`src/rtl/scrambler_ctrl_if.sv`:
```
`default_nettype none
// ============================================================================
// Module   : scrambler_ctrl_if
// Desc     : Symbol-in, engine-drive and symbol-out bundle of scrambler_ctrl.
// Revision : 1.0 - initial release
// ============================================================================
interface scrambler_ctrl_if #(
    parameter int DATA_WIDTH = 8
);
    logic [DATA_WIDTH-1:0] sym_i;
    logic                  sym_k_i;
    logic                  sym_valid_i;
    logic                  sym_ready_o;
    logic                  scr_disable_i;
    logic                  eng_load_o;
    logic [DATA_WIDTH-1:0] eng_data_o;
    logic                  eng_shift_o;
    logic                  eng_seed_o;
    logic                  eng_bit_i;
    logic [DATA_WIDTH-1:0] out_data_o;
    logic                  out_k_o;
    logic                  out_valid_o;
    logic                  out_ready_i;

    // slave is the controller; master is the surrounding lane mux/engine/encoder
    modport slave (
        input  sym_i, sym_k_i, sym_valid_i, scr_disable_i, eng_bit_i, out_ready_i,
        output sym_ready_o, eng_load_o, eng_data_o, eng_shift_o, eng_seed_o,
               out_data_o, out_k_o, out_valid_o
    );

    modport master (
        output sym_i, sym_k_i, sym_valid_i, scr_disable_i, eng_bit_i, out_ready_i,
        input  sym_ready_o, eng_load_o, eng_data_o, eng_shift_o, eng_seed_o,
               out_data_o, out_k_o, out_valid_o
    );
endinterface
`default_nettype wire

```
`src/rtl/scrambler_ctrl.sv`:
```
`default_nettype none
// ============================================================================
// Module   : scrambler_ctrl
// Desc     : Per-lane sequencer for the bit-serial scrambler engine. Optional
//            statistics counters enabled by `define SCRAMBLER_CTRL_STATS_EN.
// Revision : 1.0 - initial release
// ============================================================================
module scrambler_ctrl #(
    parameter int                    DATA_WIDTH = 8,
    parameter logic [DATA_WIDTH-1:0] COM_SYMBOL = 8'hBC,
    parameter logic [DATA_WIDTH-1:0] SKP_SYMBOL = 8'h1C
) (
    input  logic            clk_i,
    input  logic            rst_i,
    scrambler_ctrl_if.slave bus
`ifdef SCRAMBLER_CTRL_STATS_EN
    ,
    output logic [15:0]     stat_com_cnt_o,
    output logic [15:0]     stat_scr_cnt_o
`endif
);

    localparam int                 c_CNT_W    = (DATA_WIDTH > 1) ? $clog2(DATA_WIDTH) : 1;
    localparam logic [c_CNT_W-1:0] c_CNT_LAST = c_CNT_W'(DATA_WIDTH - 1);

    typedef enum logic [1:0] {
        S_IDLE  = 2'd0,
        S_SHIFT = 2'd1,
        S_OUT   = 2'd2
    } state_t;

    state_t                r_state;
    state_t                w_state_nxt;
    logic [c_CNT_W-1:0]    r_cnt;
    logic [DATA_WIDTH-1:0] r_data;
    logic                  r_k;
    logic                  r_bypass;
    logic                  r_seed;

    logic                  w_accept;
    logic                  w_is_com;
    logic                  w_is_skp;
    logic                  w_last;

    // Gated by rst_i so nothing leaks onto the engine while reset is held.
    assign w_accept = (r_state == S_IDLE) && bus.sym_valid_i && !rst_i;
    assign w_is_com = bus.sym_k_i && (bus.sym_i == COM_SYMBOL);
    assign w_is_skp = bus.sym_k_i && (bus.sym_i == SKP_SYMBOL);
    assign w_last   = (r_cnt == c_CNT_LAST);

    always_comb begin
        w_state_nxt     = r_state;
        bus.sym_ready_o = 1'b0;
        bus.eng_load_o  = 1'b0;
        bus.eng_data_o  = '0;
        bus.eng_shift_o = 1'b0;
        bus.eng_seed_o  = r_seed;
        bus.out_valid_o = 1'b0;
        bus.out_data_o  = r_data;
        bus.out_k_o     = r_k;
        case (r_state)
            S_IDLE: begin
                bus.sym_ready_o = 1'b1;
                if (w_accept) begin
                    bus.eng_load_o = 1'b1;
                    bus.eng_data_o = bus.sym_i;
                    w_state_nxt    = (w_is_com || w_is_skp) ? S_OUT : S_SHIFT;
                end
            end
            S_SHIFT: begin
                bus.eng_shift_o = 1'b1;
                if (w_last) begin
                    w_state_nxt = S_OUT;
                end
            end
            S_OUT: begin
                bus.out_valid_o = 1'b1;
                if (bus.out_ready_i) begin
                    w_state_nxt = S_IDLE;
                end
            end
            default: begin
                w_state_nxt = S_IDLE;
            end
        endcase
    end

    always_ff @(posedge clk_i or posedge rst_i) begin
        if (rst_i) begin
            r_state  <= S_IDLE;
            r_cnt    <= '0;
            r_data   <= '0;
            r_k      <= 1'b0;
            r_bypass <= 1'b0;
            r_seed   <= 1'b0;
        end else begin
            r_state <= w_state_nxt;
            r_seed  <= w_accept && w_is_com;
            if (w_accept) begin
                r_data   <= bus.sym_i;
                r_k      <= bus.sym_k_i;
                // Non-COM/SKP K characters and disabled data still advance the LFSR
                r_bypass <= bus.sym_k_i || bus.scr_disable_i;
            end
            if (r_state == S_SHIFT) begin
                if (!r_bypass) begin
                    r_data[r_cnt] <= bus.eng_bit_i;
                end
                r_cnt <= w_last ? '0 : r_cnt + c_CNT_W'(1);
            end
        end
    end

`ifdef SCRAMBLER_CTRL_STATS_EN
    logic [15:0] r_com_cnt;
    logic [15:0] r_scr_cnt;
    logic        w_scrambled;

    assign w_scrambled = w_accept && !bus.sym_k_i && !bus.scr_disable_i;

    always_ff @(posedge clk_i or posedge rst_i) begin
        if (rst_i) begin
            r_com_cnt <= '0;
            r_scr_cnt <= '0;
        end else begin
            if (w_accept && w_is_com && (r_com_cnt != 16'hFFFF)) begin
                r_com_cnt <= r_com_cnt + 16'd1;
            end
            if (w_scrambled && (r_scr_cnt != 16'hFFFF)) begin
                r_scr_cnt <= r_scr_cnt + 16'd1;
            end
        end
    end

    assign stat_com_cnt_o = r_com_cnt;
    assign stat_scr_cnt_o = r_scr_cnt;
`endif

endmodule
`default_nettype wire

```
`src/flat_wrapper.sv`:
```
// flat-port wrapper written by rule: the top's interface ports become plain ports
module scrambler_ctrl_flat 
#(
    parameter int                    DATA_WIDTH = 8,
    parameter logic [DATA_WIDTH-1:0] COM_SYMBOL = 8'hBC,
    parameter logic [DATA_WIDTH-1:0] SKP_SYMBOL = 8'h1C
)
  (clk_i, rst_i, bus_sym_i, bus_sym_k_i, bus_sym_valid_i, bus_scr_disable_i, bus_eng_bit_i, bus_out_ready_i, bus_sym_ready_o, bus_eng_load_o, bus_eng_data_o, bus_eng_shift_o, bus_eng_seed_o, bus_out_data_o, bus_out_k_o, bus_out_valid_o);
  scrambler_ctrl_if #(.DATA_WIDTH(DATA_WIDTH)) bus_i ();
  input  logic clk_i;
  input  logic rst_i;
  input wire logic [$bits(bus_i.sym_i)-1:0] bus_sym_i;
  input wire logic [$bits(bus_i.sym_k_i)-1:0] bus_sym_k_i;
  input wire logic [$bits(bus_i.sym_valid_i)-1:0] bus_sym_valid_i;
  input wire logic [$bits(bus_i.scr_disable_i)-1:0] bus_scr_disable_i;
  input wire logic [$bits(bus_i.eng_bit_i)-1:0] bus_eng_bit_i;
  input wire logic [$bits(bus_i.out_ready_i)-1:0] bus_out_ready_i;
  output wire logic [$bits(bus_i.sym_ready_o)-1:0] bus_sym_ready_o;
  output wire logic [$bits(bus_i.eng_load_o)-1:0] bus_eng_load_o;
  output wire logic [$bits(bus_i.eng_data_o)-1:0] bus_eng_data_o;
  output wire logic [$bits(bus_i.eng_shift_o)-1:0] bus_eng_shift_o;
  output wire logic [$bits(bus_i.eng_seed_o)-1:0] bus_eng_seed_o;
  output wire logic [$bits(bus_i.out_data_o)-1:0] bus_out_data_o;
  output wire logic [$bits(bus_i.out_k_o)-1:0] bus_out_k_o;
  output wire logic [$bits(bus_i.out_valid_o)-1:0] bus_out_valid_o;
  assign bus_i.sym_i = bus_sym_i;
  assign bus_i.sym_k_i = bus_sym_k_i;
  assign bus_i.sym_valid_i = bus_sym_valid_i;
  assign bus_i.scr_disable_i = bus_scr_disable_i;
  assign bus_i.eng_bit_i = bus_eng_bit_i;
  assign bus_i.out_ready_i = bus_out_ready_i;
  assign bus_sym_ready_o = bus_i.sym_ready_o;
  assign bus_eng_load_o = bus_i.eng_load_o;
  assign bus_eng_data_o = bus_i.eng_data_o;
  assign bus_eng_shift_o = bus_i.eng_shift_o;
  assign bus_eng_seed_o = bus_i.eng_seed_o;
  assign bus_out_data_o = bus_i.out_data_o;
  assign bus_out_k_o = bus_i.out_k_o;
  assign bus_out_valid_o = bus_i.out_valid_o;
  scrambler_ctrl #(.DATA_WIDTH(DATA_WIDTH), .COM_SYMBOL(COM_SYMBOL), .SKP_SYMBOL(SKP_SYMBOL)) u_core (.clk_i(clk_i), .rst_i(rst_i), .bus(bus_i));
endmodule
```
`config.mk`:
```
export PLATFORM = sky130hd
export DESIGN_NAME = scrambler_ctrl_flat
export DESIGN_NICKNAME = d
export VERILOG_FILES = /design/src/rtl/scrambler_ctrl_if.sv /design/src/rtl/scrambler_ctrl.sv /design/src/flat_wrapper.sv
export SDC_FILE = /design/constraint.sdc
export NUM_CORES = 1
export LEC_CHECK = 0
export BUFFER_PORTS_ARGS = -buffer_cell sky130_fd_sc_hd__buf_2
export CAP_MARGIN = 20
export CORE_MARGIN = 2
export CORE_UTILIZATION = 47
export DETAILED_ROUTE_END_ITERATION = 10
export GPL_ROUTABILITY_DRIVEN = 0
export PLACE_DENSITY = 0.78
export SETUP_SLACK_MARGIN = 0.05
export SYNTH_ARGS = -nofsm -noshare
export SYNTH_HDL_FRONTEND = slang
export SYNTH_SLANG_ARGS = --single-unit
```
`constraint.sdc`:
```
create_clock -name clk_i -period 2.2 [get_ports clk_i]
set_clock_uncertainty 0.1 [all_clocks]
set_input_delay 0.22 -clock clk_i [delete_from_list [all_inputs] [get_ports clk_i]]
set_output_delay 0.22 -clock clk_i [all_outputs]
set_load 0.01 [all_outputs]
```
Word-level counts from Yosys, hierarchy flattened. Cells that the tools add are included.

Bits in registers: 16. Input port bits: 15. Output and inout port bits: 22. Logic and storage cells: 47.

Add/sub/neg operators: 1. $lt $le $gt $ge: 2. Equal/unequal tests: 8. Multiplexer cells: 19. Reductions and logical operators: 11.

Operator list (number): 2-to-1 mux 8 bit (5); bitwise mux 8 bit (1); equality test 8 x 5 -> 1 bit (second input constant) (1); equality test 8 bit (second input constant) (1); 2-to-1 mux 2 bit (4); logical AND 1 bit (6); 2-to-1 mux 1 bit (6); case mux 2 bit (3 select lines) (1); less-than comparator 3 x 4 -> 1 bit (second input constant) (1); != test 2 x 1 -> 1 bit (second input constant) (2); adder 3 x 1 -> 3 bit (second input constant) (1); demux 1 bit (select 3 bit) (1); equality test 3 bit (second input constant) (1); >= comparator 3 x 1 -> 1 bit (second input constant) (1); 2-to-1 mux 3 bit (1); AND reduction 3 bit (1); equality test 2 x 1 -> 1 bit (second input constant) (1); equality test 2 bit (second input constant) (1); logical NOT 2 bit (1); logical OR 1 bit (2); != test 2 bit (second input constant) (1); logical NOT 1 bit (1).

Depth between registers and ports, before layout. Gate-level depths: netlist of run 1.

Depth after elaboration: 7. Depth in mapped cells: 7.

Worst setup path before layout of run 1. Ideal clock, no wire load.

Kind: register -> register. Start: reg u_core.r_state[0]. End: reg u_core.r_data[3] (netlist: u_core.bus.out_data_o[3]). Arrival time: 1714 ps. Required time: 1975 ps. Path slack: 261 ps. Stages on the path, launching flop included: 6. Period minus slack after synthesis: 1939 ps. Cell sequence: dfrtp_1 > or4b_1 > buf_2 > buf_6 > mux2_4 > mux2_4.

Word-level cells in the longest chain between the ends: 7. Elaborated cells on any way between the ends: 8. Those cells by class: 1 x eq/ne; 4 x mux; 3 x reduce/logical.

RTL lines: start: declaration (line scrambler_ctrl.sv:32) `state_t r_state;`; start signal: assignment (line scrambler_ctrl.sv:97) `r_state <= w_state_nxt;`; logical NOT 2 bit (line scrambler_ctrl.sv:46) `assign w_accept = (r_state == S_IDLE) && bus.sym_valid_i && !rst_i;`; logical AND 1 bit (2 in series) (line scrambler_ctrl.sv:46); 2-to-1 mux 8 bit (line scrambler_ctrl.sv:99) `if (w_accept) begin`; bitwise mux 8 bit (line scrambler_ctrl.sv:107) `r_data[r_cnt] <= bus.eng_bit_i;`; 2-to-1 mux 8 bit (line scrambler_ctrl.sv:106) `if (!r_bypass) begin`; 2-to-1 mux 8 bit * (line scrambler_ctrl.sv:105) `if (r_state == S_SHIFT) begin`; end signal: assignment (line scrambler_ctrl.sv:100) `r_data <= bus.sym_i;`; end signal: indexed assignment (line scrambler_ctrl.sv:107); end: declaration (line scrambler_ctrl.sv:35) `logic [DATA_WIDTH-1:0] r_data;`.

Every way passes the cells marked *; elsewhere a longest branch is shown, timed or not. A chain may end at the register's enable or synchronous reset.

Final worst setup path of run 1.
Start: reg u_core.r_state[0]. End: out bus_eng_data_o[0].

Word-level cells in the longest chain between the ends: 5.

RTL lines: logical NOT 2 bit * (line scrambler_ctrl.sv:46, scrambler_ctrl.sv:61); logical AND 1 bit (2 in series) (line scrambler_ctrl.sv:46); 2-to-1 mux 8 bit (line scrambler_ctrl.sv:64) `if (w_accept) begin`; 2-to-1 mux 8 bit * (line scrambler_ctrl.sv:61) `case (r_state)`; end: declaration (line flat_wrapper.sv:20) `output wire logic [$bits(bus_i.eng_data_o)-1:0] bus_eng_data_o;`.

Marks and branches as above.

==> metrics.md, run 1 <==
| Metric | Value |
|---|---|
| Final ANT Viol Nets | `0` |
| Synth Cell Area | `940.9 sq um` |
| Max stage delay on crit path | `0.56 ns` |
| Critical Setup Path Class | `reg2out` |
| Crit path depth | `5` |
| Share of the yosys chip area belonging to registers | `0.4255` |
| Non-filler cells, final | `163` |
| ANT cells | `0` |
| Reg2reg path depth | `5` |
| Via density | `4.969` |
| Max Slew Vio Count | `0` |
| CP Capture Type | `output port` |
| Gr usage total | `0.1942` |
| Core Rows | `16` |
| WHS | `0.05295 ns` |
| CTS Buf Count | `3` |
| Commonest non-fill, non-tap cell in the layout | `buf_2` |
| Initial drt markers | `11` |
| Ports | `37` |
| Slowest CP cell | `or4b_4` |
| Avg Cell Area, Syn | `10.57 sq um` |
| Final setup fails | `0` |
| Layout cells sized above 1 | `0.4926` |
| Initial antenna violation count | `0` |
| # placed instances | `152` |
| Area of placed instances | `1156 sq um` |
| Distinct cells, synth | `26` |
| Chip height | `48.74 um` |
| Total power | `0.001478 W` |
| Highest clock rate | `482.2 MHz` |
| Hold Crit Class | `in2reg` |
| Drc violations | `0` |
| Leak | `0.6737 nW` |
| WL/cell | `12.97 um` |
| H-tree Lvls | `1` |
| Worst-path maximum fanout | `10` |
| Port bufs | `36` |
| Overflow left after global routing | `0` |
| Final hold viol count | `0` |
| WP data required | `1.88 ns` |
| Startpoint type of the worst setup path | `register` |
| Reg clk slew, reported paths | `0.09 ns` |
| CTS sink cnt | `16` |
| Ys Warns | `0` |
| First-pass GRT wire length | `3498 um` |
| MaxCap Viol Count | `0` |
| Die width | `48.74 um` |
| Period utilization | `0.9427` |
| Register-to-register setup slack | `0.17 ns` |
| WL final | `2114 um` |
| Relative slew margins | `0.5874` |
| Root Buffer | `clkbuf_4` |
| Clock tree from TritonCTS | `yes` |
| Die area | `2376 sq um` |
| Worst VDD drop | `0.6942 mV` |
| Fillers | `172` |
| Syn Nets | `106` |
| Final min period | `2.074 ns` |
| Post-Syn Instances | `89` |
| Longest Clk Path Bufs | `2` |
| Vias in the first global route | `737` |
| Layout Nets | `155` |
| PwrDens | `1172 nW/um^2` |
| Synth Register Bits | `16` |
| WHS Path Cells | `3` |
| Core Area | `1922 sq um` |
| Layout Area Growth over Synthesis | `34.04%` |
| Worst Tran Pin Value | `0.6183 ns` |
| Crit path max-delay family | `simple AND/OR/NAND/NOR gates` |
| Crit-path cells | `or4b_4, buf_12, clkinvlp_4, and2_1, buf_2` |
| Sum Neg Setup Slack | `0 ns` |
| DRT Pass-1 Iters | `4` |
| Crit path DAT | `1.75 ns` |
| Largest net degree at the start of global routing | `17` |
| Placed wire-length estimate | `1508 um` |
| RSZ-0062 raised after global routing | `no` |
| Final instance area | `1261 sq um` |
| Worst path bufs/invs | `3` |
| Most frequent cells in the layout | `36 x buf_2, 18 x nand2_1, 16 x dfrtp_1` |
| Initial cell density of the core | `0.4896` |
| Clk_lat worst skew | `0.29 ns` |
| Vias | `810` |
| Status | `finished clean` |
==> repair_timing <==
| action | CTS | global route |
|---|---|---|
| endpoints found under the hold margin | 16 | 0 |
| hold buffers | 1 | 0 |
| setup buffers | 0 | 6 |
| cloned | 1 | 0 |
| resized for setup | 3 | 3 |
| setup endpoints to repair | 9 | 8 |
==> worst register-to-register path, delay by kind of cell (launching register included) <==
family                 cells  cell delay [ns]
flip-flops                 1             0.40
multiplexers               2             0.55
AND/OR/NAND/NOR            1             0.56
buffers and inverters      2             0.31
==> worst paths after layout <==
| path | from | endpoint |
|---|---|---|
| min | bus_sym_k_i | u_core.bus.out_k_o |
| min in group asynchronous | rst_i | u_core.bus.out_data_o[6] |
| max reg2reg | u_core.r_state[0] | u_core.bus.out_data_o[6] |
| max | u_core.r_state[0] | bus_eng_data_o[0] |
| max in group asynchronous | rst_i | u_core.bus.out_data_o[0] |
| min reg2reg | u_core.bus.out_k_o | u_core.bus.out_k_o |
==> final cells by class <==
type | count | area, sq um | share of cell area
well taps | 27 | 33.78 | 0.02679
inverters | 4 | 18.77 | 0.01488
multi-input cells | 66 | 508.0 | 0.4028
clock buffers | 3 | 22.52 | 0.01786
repair buffers | 46 | 270.3 | 0.2143
flip-flops and latches | 16 | 400.4 | 0.3175
repair inverters | 1 | 7.507 | 0.005952
==> through the flow <==
step / setup WS (ns) / utilization
2_1_floorplan: 0.2614 / -
3_3_place_gp: 0.2917 / 0.6016
3_5_place_dp: 0.2501 / 0.6016
4_1_cts: 0.06746 / 0.6263
5_1_grt: 0.03408 / 0.6563
6_report: 0.1260 / 0.6563
==> cell usage after synthesis <==
master      n  share of area
nand4bb_1   1          0.012
and2b_1     1         0.0080
nor2_1      2         0.0080
a221o_1     1          0.011
nand3b_1    1         0.0080
nand2b_1    1         0.0067
inv_1       4          0.016
mux2_2      8          0.096
ha_1        2          0.027
xor2_1      1         0.0093
buf_6       1          0.012
o21ai_0     1         0.0053
nor3_1      2          0.011
and2_1      8          0.053
buf_2       2          0.011
nor4_1      2          0.013
nor2b_1     2          0.013
mux2_4      8           0.13
o22ai_1     1         0.0067
nand2_1    18          0.072
nor4bb_1    1          0.011
dfrtp_1    16           0.43
nand3_1     2          0.011
nor4b_1     1         0.0093
or4b_1      1          0.011
a21o_1      1         0.0080
==> kinds of logic after synthesis <==
family	synth area share
multiplexers	0.2234
XOR/XNOR	0.009310
AO/OA/AOI/OAI	0.03059
AND/OR/NAND/NOR	0.2460
buffers and inverters	0.03856
flip-flops	0.4255
adder cells (fa/ha/maj)	0.02659
==> sequential cells by signal, summed over array words and instances, names as in the netlist <==
name and flops:
u_core.bus.out_data_o 8, u_core.r_cnt 3, u_core.r_state 2, u_core.bus.eng_seed_o 1, u_core.bus.out_k_o 1, u_core.r_bypass 1
==> where the power goes <==
part | total [W] | switching [W] | internal (W)
registers | 0.000532 | 0.000100 | 0.000432
clock network | 0.000152 | 0.0000882 | 0.0000636
logic | 0.000794 | 0.000349 | 0.000446
==> routing by layer <==
metal	track usage	wire length, um	up-vias	share of wire
met4	0.06190	13	0	0.0061
met5	0	0	-	0
met3	0.06481	134	2	0.063
met1	0.2376	887	380	0.42
li1	-	-	401	-
met2	0.3219	1078	27	0.51
No activity file was read; power rests on OpenSTA's default activity.
==> run 2: changes to the inputs <==
--- a/config.mk
+++ b/config.mk
@@ -7,11 +7,13 @@
 export LEC_CHECK = 0
 export BUFFER_PORTS_ARGS = -buffer_cell sky130_fd_sc_hd__buf_2
 export CAP_MARGIN = 20
+export CELL_PAD_IN_SITES_DETAIL_PLACEMENT = 1
+export CELL_PAD_IN_SITES_GLOBAL_PLACEMENT = 1
 export CORE_MARGIN = 2
-export CORE_UTILIZATION = 47
+export CORE_UTILIZATION = 35
 export DETAILED_ROUTE_END_ITERATION = 10
 export GPL_ROUTABILITY_DRIVEN = 0
-export PLACE_DENSITY = 0.78
+export PLACE_DENSITY_LB_ADDON = 0.1
 export SETUP_SLACK_MARGIN = 0.05
 export SYNTH_ARGS = -nofsm -noshare
 export SYNTH_HDL_FRONTEND = slang
==> metrics.md, run 2 (synthesis gave the netlist of run 1 again) <==
| Metric | Value |
|---|---|
| Status | `finished clean` |
| CTS sink cnt | `16 (unchanged)` |
| PwrDens | `1188 nW/um^2 (+1.3%)` |
| DRT Pass-1 Iters | `4 (unchanged)` |
| Switch Pwr | `0.0005455 W (+1.6%)` |
| Worst VDD drop | `0.5826 mV (-16%)` |
| Hold Crit Class | `in2reg` |
| Clock tree from TritonCTS | `yes` |
| Reg power frac | `0.349 (-0.011)` |
| Reg clk slew, reported paths | `0.09 ns (about the same)` |
| GR Util met3 | `0.04884 (-0.01598)` |
| Total power | `0.001536 W (+4.0%)` |
| Gr usage total | `0.1566 (-0.03759)` |
| Highest clock rate | `482.5 MHz (about the same)` |
| Crit path max-delay family | `simple AND/OR/NAND/NOR gates` |
| Met2 usage | `0.2704 (-0.05151)` |
| Final setup fails | `0 (unchanged)` |
| Most used routing layer | `met2` |
| Slowest CP cell | `or4b_4` |
| Layout cells sized above 1 | `0.5036 (+0.01095)` |
| Clock network power share | `0.124 (+0.021)` |
| CTS Buf Count | `3 (unchanged)` |
| Die area | `3119 sq um (+31%)` |
| WL/cell | `13.86 um (+6.9%)` |
| H-tree Lvls | `1 (unchanged)` |
| Placed wire-length estimate | `1756 um (+16%)` |
| Internal cell power | `0.0009910 W (+5.3%)` |
| Port bufs | `36 (unchanged)` |
| Layout Area Growth over Synthesis | `37.50%` |
| Vias in the first global route | `782 (+6.1%)` |
| CP Capture Type | `output port` |
| Max Slew Vio Count | `0 (unchanged)` |
| Worst-path maximum fanout | `8 (-2)` |
| First-pass GRT wire length | `3726 um (+6.5%)` |
| ANT cells | `0 (unchanged)` |
| Largest net degree at the start of global routing | `17 (unchanged)` |
| Combinational Power Share | `0.527 (-0.010)` |
| Ports | `37 (unchanged)` |
| Sum Neg Setup Slack | `0 ns (unchanged)` |
| Final hold viol count | `0 (unchanged)` |
| Max stage delay on crit path | `0.55 ns (about the same)` |
| Vias | `816 (+0.74%)` |
| Crit-path cells | `or4b_4, buf_12, clkinvlp_4, and2_1, buf_2` |
| WP data required | `1.88 ns (about the same)` |
| Die width | `55.85 um (+15%)` |
| Flip-flop count of the largest register after layout | `8 (unchanged)` |
| Initial drt markers | `10 (-1)` |
| Initial antenna violation count | `0 (unchanged)` |
| Leak | `0.6909 nW (+2.6%)` |
| Met1 Use GR | `0.1846 (-0.05303)` |
| Fillers | `302 (+76%)` |
| Worst Tran Pin Value | `0.6106 ns (-0.007722 ns)` |
| Period utilization | `0.9421 (about the same)` |
| MaxCap Viol Count | `0 (unchanged)` |
| Initial cell density of the core | `0.3730 (-0.1166)` |
| Commonest non-fill, non-tap cell in the layout | `buf_2` |
| Longest Clk Path Bufs | `2 (unchanged)` |
| Clk_lat worst skew | `0.28 ns (about the same)` |
| Most frequent cells in the layout | `36 x buf_2, 18 x nand2_1, 16 x dfrtp_1, 10 x buf_4` |
| Startpoint type of the worst setup path | `register` |
| Final ANT Viol Nets | `0 (unchanged)` |
| Root Buffer | `clkbuf_4` |
| Relative slew margins | `0.5925 (+0.005153)` |
| Overflow left after global routing | `0 (unchanged)` |
| Worst path bufs/invs | `3 (unchanged)` |
| Core Area | `2522 sq um (+31%)` |
| Final min period | `2.073 ns (-0.001267 ns)` |
| Critical Setup Path Class | `reg2out` |
| WL final | `2343 um (+11%)` |
| Layout Nets | `157 (+1.3%)` |
| Switching Share | `0.3550 (-0.008296)` |
| RSZ-0062 raised after global routing | `no` |
| Drc violations | `0 (unchanged)` |
| Core Rows | `18 (+2)` |
| Via density | `4.828 (-2.8%)` |
| Crit path DAT | `1.75 ns (about the same)` |
| Chip height | `55.85 um (+15%)` |
run 2: cell types whose count changed in the layout (fill, tap and decap cells not counted):
cell and change:
buf_4 +2, clkbuf_8 +1
run 2: worst min-delay path: cells and delay by family:
family | cells | cell delay, ns
buffers and inverters | 1 | 0.09
AND/OR/NAND/NOR | 2 | 0.10
run 2: routing by layer:
metal / up-vias / routed length [um]
li1: 406 / -
met1: 388 / 1050
met2: 20 / 1166
met3: 2 / 105
met4: 0 / 20
met5: - / 0
run 2: metrics by stage:
step	hold WS [ns]	setup WS (ns)	utilization	instances	area [sq um]
finish	0.05094	0.1273	0.5129	169	1294
CTS	0.04381	0.07822	0.4901	163	1236
global placement	0.2462	0.2726	0.4598	155	1160
floorplan	0.03374	0.2614	-	89	940.9
detailed placement	0.2489	0.2119	0.4598	155	1160
global route	0.05489	0.04488	0.5129	169	1294
run 2: final timing paths:
kind                                             to  slack (ns)  depth (start not counted)                from
min reg2reg                      u_core.bus.out_k_o        0.38                          2  u_core.bus.out_k_o
max in group asynchronous  u_core.bus.out_data_o[7]        1.14                          3               rst_i
min                              u_core.bus.out_k_o        0.05                          3         bus_sym_k_i
max                               bus_eng_data_o[5]        0.13                          5   u_core.r_state[0]
min in group asynchronous        u_core.bus.out_k_o        0.47                          3               rst_i
max reg2reg                u_core.bus.out_data_o[6]        0.19                          5   u_core.r_state[0]
run 2: cell type report:
type,instances,area (sq um),area share
flip-flops and latches,16,400.4,0.3095
inverters,4,18.77,0.01451
multi-input cells,66,508.0,0.3926
clock buffers,4,36.28,0.02805
repair buffers,48,285.3,0.2205
well taps,30,37.54,0.02901
repair inverters,1,7.507,0.005803
run 2: power groups by stage:
stage / Combinational [W] / Clock, W / Sequential [W]
detailed placement: 0.000736 / 0 / 0.000552
global route: 0.000890 / 0.000220 / 0.000557
finish: 0.000809 / 0.000191 / 0.000536
global placement: 0.000724 / 0 / 0.000541
floorplan: 0.000466 / 0 / 0.000568
CTS: 0.000779 / 0.000205 / 0.000536
run 2: timing repair:
action                                 CTS  global route
gates cloned                             1             0
hold buffers                             1             0
resized for setup                        3             3
endpoints found under the hold margin   16             0
setup buffers                            2             6
setup endpoints to repair                9             8
==> run 3: changes to the inputs <==
--- a/config.mk
+++ b/config.mk
@@ -10,7 +10,7 @@
 export CELL_PAD_IN_SITES_DETAIL_PLACEMENT = 1
 export CELL_PAD_IN_SITES_GLOBAL_PLACEMENT = 1
 export CORE_MARGIN = 2
-export CORE_UTILIZATION = 35
+export CORE_UTILIZATION = 38
 export DETAILED_ROUTE_END_ITERATION = 10
 export GPL_ROUTABILITY_DRIVEN = 0
 export PLACE_DENSITY_LB_ADDON = 0.1
==> constraint.sdc (replaced) <==
create_clock -name clk_i -period 2.7 [get_ports clk_i]
set_clock_uncertainty 0.1 [all_clocks]
set_input_delay 0.27 -clock clk_i [delete_from_list [all_inputs] [get_ports clk_i]]
set_output_delay 0.27 -clock clk_i [all_outputs]
set_load 0.01 [all_outputs]
==> metrics.md, run 3 (synthesis gave the netlist of run 1 again) <==
| Metric | Value |
|---|---|
| Layout Area Growth over Synthesis | `24.73%` |
| Final hold viol count | `0 (unchanged)` |
| Hold Crit Class | `in2reg` |
| Core Rows | `18 (unchanged)` |
| Overflow left after global routing | `0 (unchanged)` |
| First-pass GRT wire length | `3415 um (-8.3%)` |
| Highest clock rate | `429.2 MHz` |
| Longest Clk Path Bufs | `2 (unchanged)` |
| Startpoint type of the worst setup path | `register` |
| Register Area | `400.4 sq um (unchanged)` |
| Relative slew margins | `0.5018 (-0.09067)` |
| Final worst setup slack | `0.3701 ns (+0.2428 ns)` |
| Leak | `0.6345 nW (-8.2%)` |
| Layout Nets | `145 (-7.6%)` |
| Commonest non-fill, non-tap cell in the layout | `buf_2` |
| Worst-path maximum fanout | `14 (+6)` |
| Status | `finished clean` |
| Critical Setup Path Class | `reg2out` |
| Flip-flop count of the largest register after layout | `8 (unchanged)` |
| PwrDens | `977.5 nW/um^2 (-18%)` |
| Multi-input logic area | `508.0 sq um (unchanged)` |
| WL/cell | `14.78 um (+6.6%)` |
| Final ANT Viol Nets | `0 (unchanged)` |
| Placed wire-length estimate | `1789 um (+1.9%)` |
| DRT Pass-1 Iters | `4 (unchanged)` |
| Die area | `2890 sq um (-7.3%)` |
| Initial antenna violation count | `0 (unchanged)` |
| Root Buffer | `clkbuf_4` |
| Initial drt markers | `4 (-6)` |
| H-tree Lvls | `1 (unchanged)` |
| Final setup fails | `0 (unchanged)` |
| Reg clk slew, reported paths | `0.09 ns (about the same)` |
| CP Capture Type | `output port` |
| Most frequent cells in the layout | `36 x buf_2, 18 x nand2_1, 16 x dfrtp_1` |
| Initial cell density of the core | `0.3904 (+0.01743)` |
| Die width | `53.76 um (-3.7%)` |
| Chip height | `53.76 um (-3.7%)` |
| Crit path DAT | `1.96 ns (+0.21 ns)` |
| Post-CTS Setup Bufs | `0 (-2)` |
| ANT cells | `0 (unchanged)` |
| DP Worst Slack | `0.4253 ns (+0.2134 ns)` |
| Port bufs | `36 (unchanged)` |
| Max Slew Vio Count | `0 (unchanged)` |
| Vias | `768 (-5.9%)` |
| Core Area | `2410 sq um (-4.5%)` |
| Fillers | `294 (-2.6%)` |
| MaxCap Viol Count | `0 (unchanged)` |
| Ports | `37 (unchanged)` |
| CTS Buf Count | `3 (unchanged)` |
| Clock tree from TritonCTS | `yes` |
| RSZ-0062 raised after global routing | `no` |
| Worst Tran Pin Value | `0.7372 ns (+0.1266 ns)` |
| Via density | `4.923 (+2.0%)` |
| Layout cells sized above 1 | `0.4444 (-0.05915)` |
| Largest net degree at the start of global routing | `17 (unchanged)` |
| Sum Neg Setup Slack | `0 ns (unchanged)` |
| Period utilization | `0.8629` |
| Final min period | `2.330 ns` |
| Gr usage total | `0.1732 (+0.01656)` |
| Drc violations | `0 (unchanged)` |
| Vias in the first global route | `716 (-8.4%)` |
| Worst VDD drop | `0.5167 mV (-11%)` |
| WL final | `2306 um (-1.6%)` |
| WP data required | `2.33 ns (+0.45 ns)` |
| CTS sink cnt | `16 (unchanged)` |
| Clk_lat worst skew | `0.28 ns (about the same)` |
-- run 3: cell count changes in the layout (fill, tap and decap cells not counted) --
cell | before | now
inv_1 | 3 | 4
buf_4 | 10 | 0
clkinvlp_4 | 2 | 0
buf_12 | 1 | 0
clkbuf_8 | 1 | 0
-- run 3: stage by stage --
step | hold WS [ns] | instances | utilization | instance area [sq um] | power, W
floorplan | 0.08374 | 89 | - | 940.9 | 0.0008426
global placement | 0.2983 | 152 | 0.4720 | 1137 | 0.001014
detailed placement | 0.2963 | 152 | 0.4720 | 1137 | 0.001033
CTS | 0.1114 | 156 | 0.4855 | 1170 | 0.001162
global route | 0.1145 | 156 | 0.4870 | 1174 | 0.001244
finish | 0.1154 | 156 | 0.4870 | 1174 | 0.001147
-- run 3: repair_timing --
action,CTS,global route
hold buffers,1,0
resized for setup,0,1
endpoints found under the hold margin,16,0
setup endpoints to repair,0,8
-- run 3: area by class of cell --
type	instances	share of cell area
multi-input combinational	66	0.4328
inverter	4	0.01279
clock buffer	3	0.01919
tap	30	0.03198
timing repair buffer	37	0.1620
sequential	16	0.3412
-- run 3: metal layers --
metal	global-route usage	up-vias	part of all wire
li1	-	380	-
met1	0.2255	363	0.46
met2	0.2683	20	0.48
met3	0.06111	5	0.052
met4	0.05128	0	0.011
met5	0	-	0
-- run 3: final timing paths --
kind / from / endpoint / slack [ns] / cells past startpoint
min in group asynchronous: rst_i / u_core.r_cnt[2] / 0.52 / 3
setup / recovery: u_core.r_state[0] / bus_eng_data_o[7] / 0.37 / 4
hold / removal: bus_scr_disable_i / u_core.r_bypass / 0.12 / 3
setup reg to reg: u_core.r_state[0] / u_core.bus.out_data_o[2] / 0.79 / 3
hold reg to reg: u_core.bus.out_k_o / u_core.bus.out_k_o / 0.41 / 2
max in group asynchronous: rst_i / u_core.bus.out_data_o[1] / 1.57 / 3
-- run 3: report_power, final --
part           internal, W  total (W)  switching, W
combinational     0.000312   0.000581      0.000269
sequential        0.000352   0.000443     0.0000912
clock            0.0000519   0.000124     0.0000717
total             0.000715    0.00115      0.000432
-- run 3: critical path, stage by stage (launching register included) --
cell and delay [ns]:
dfrtp_1 0.43, or4b_4 0.68, inv_1 0.27, and2_1 0.17, buf_2 0.12
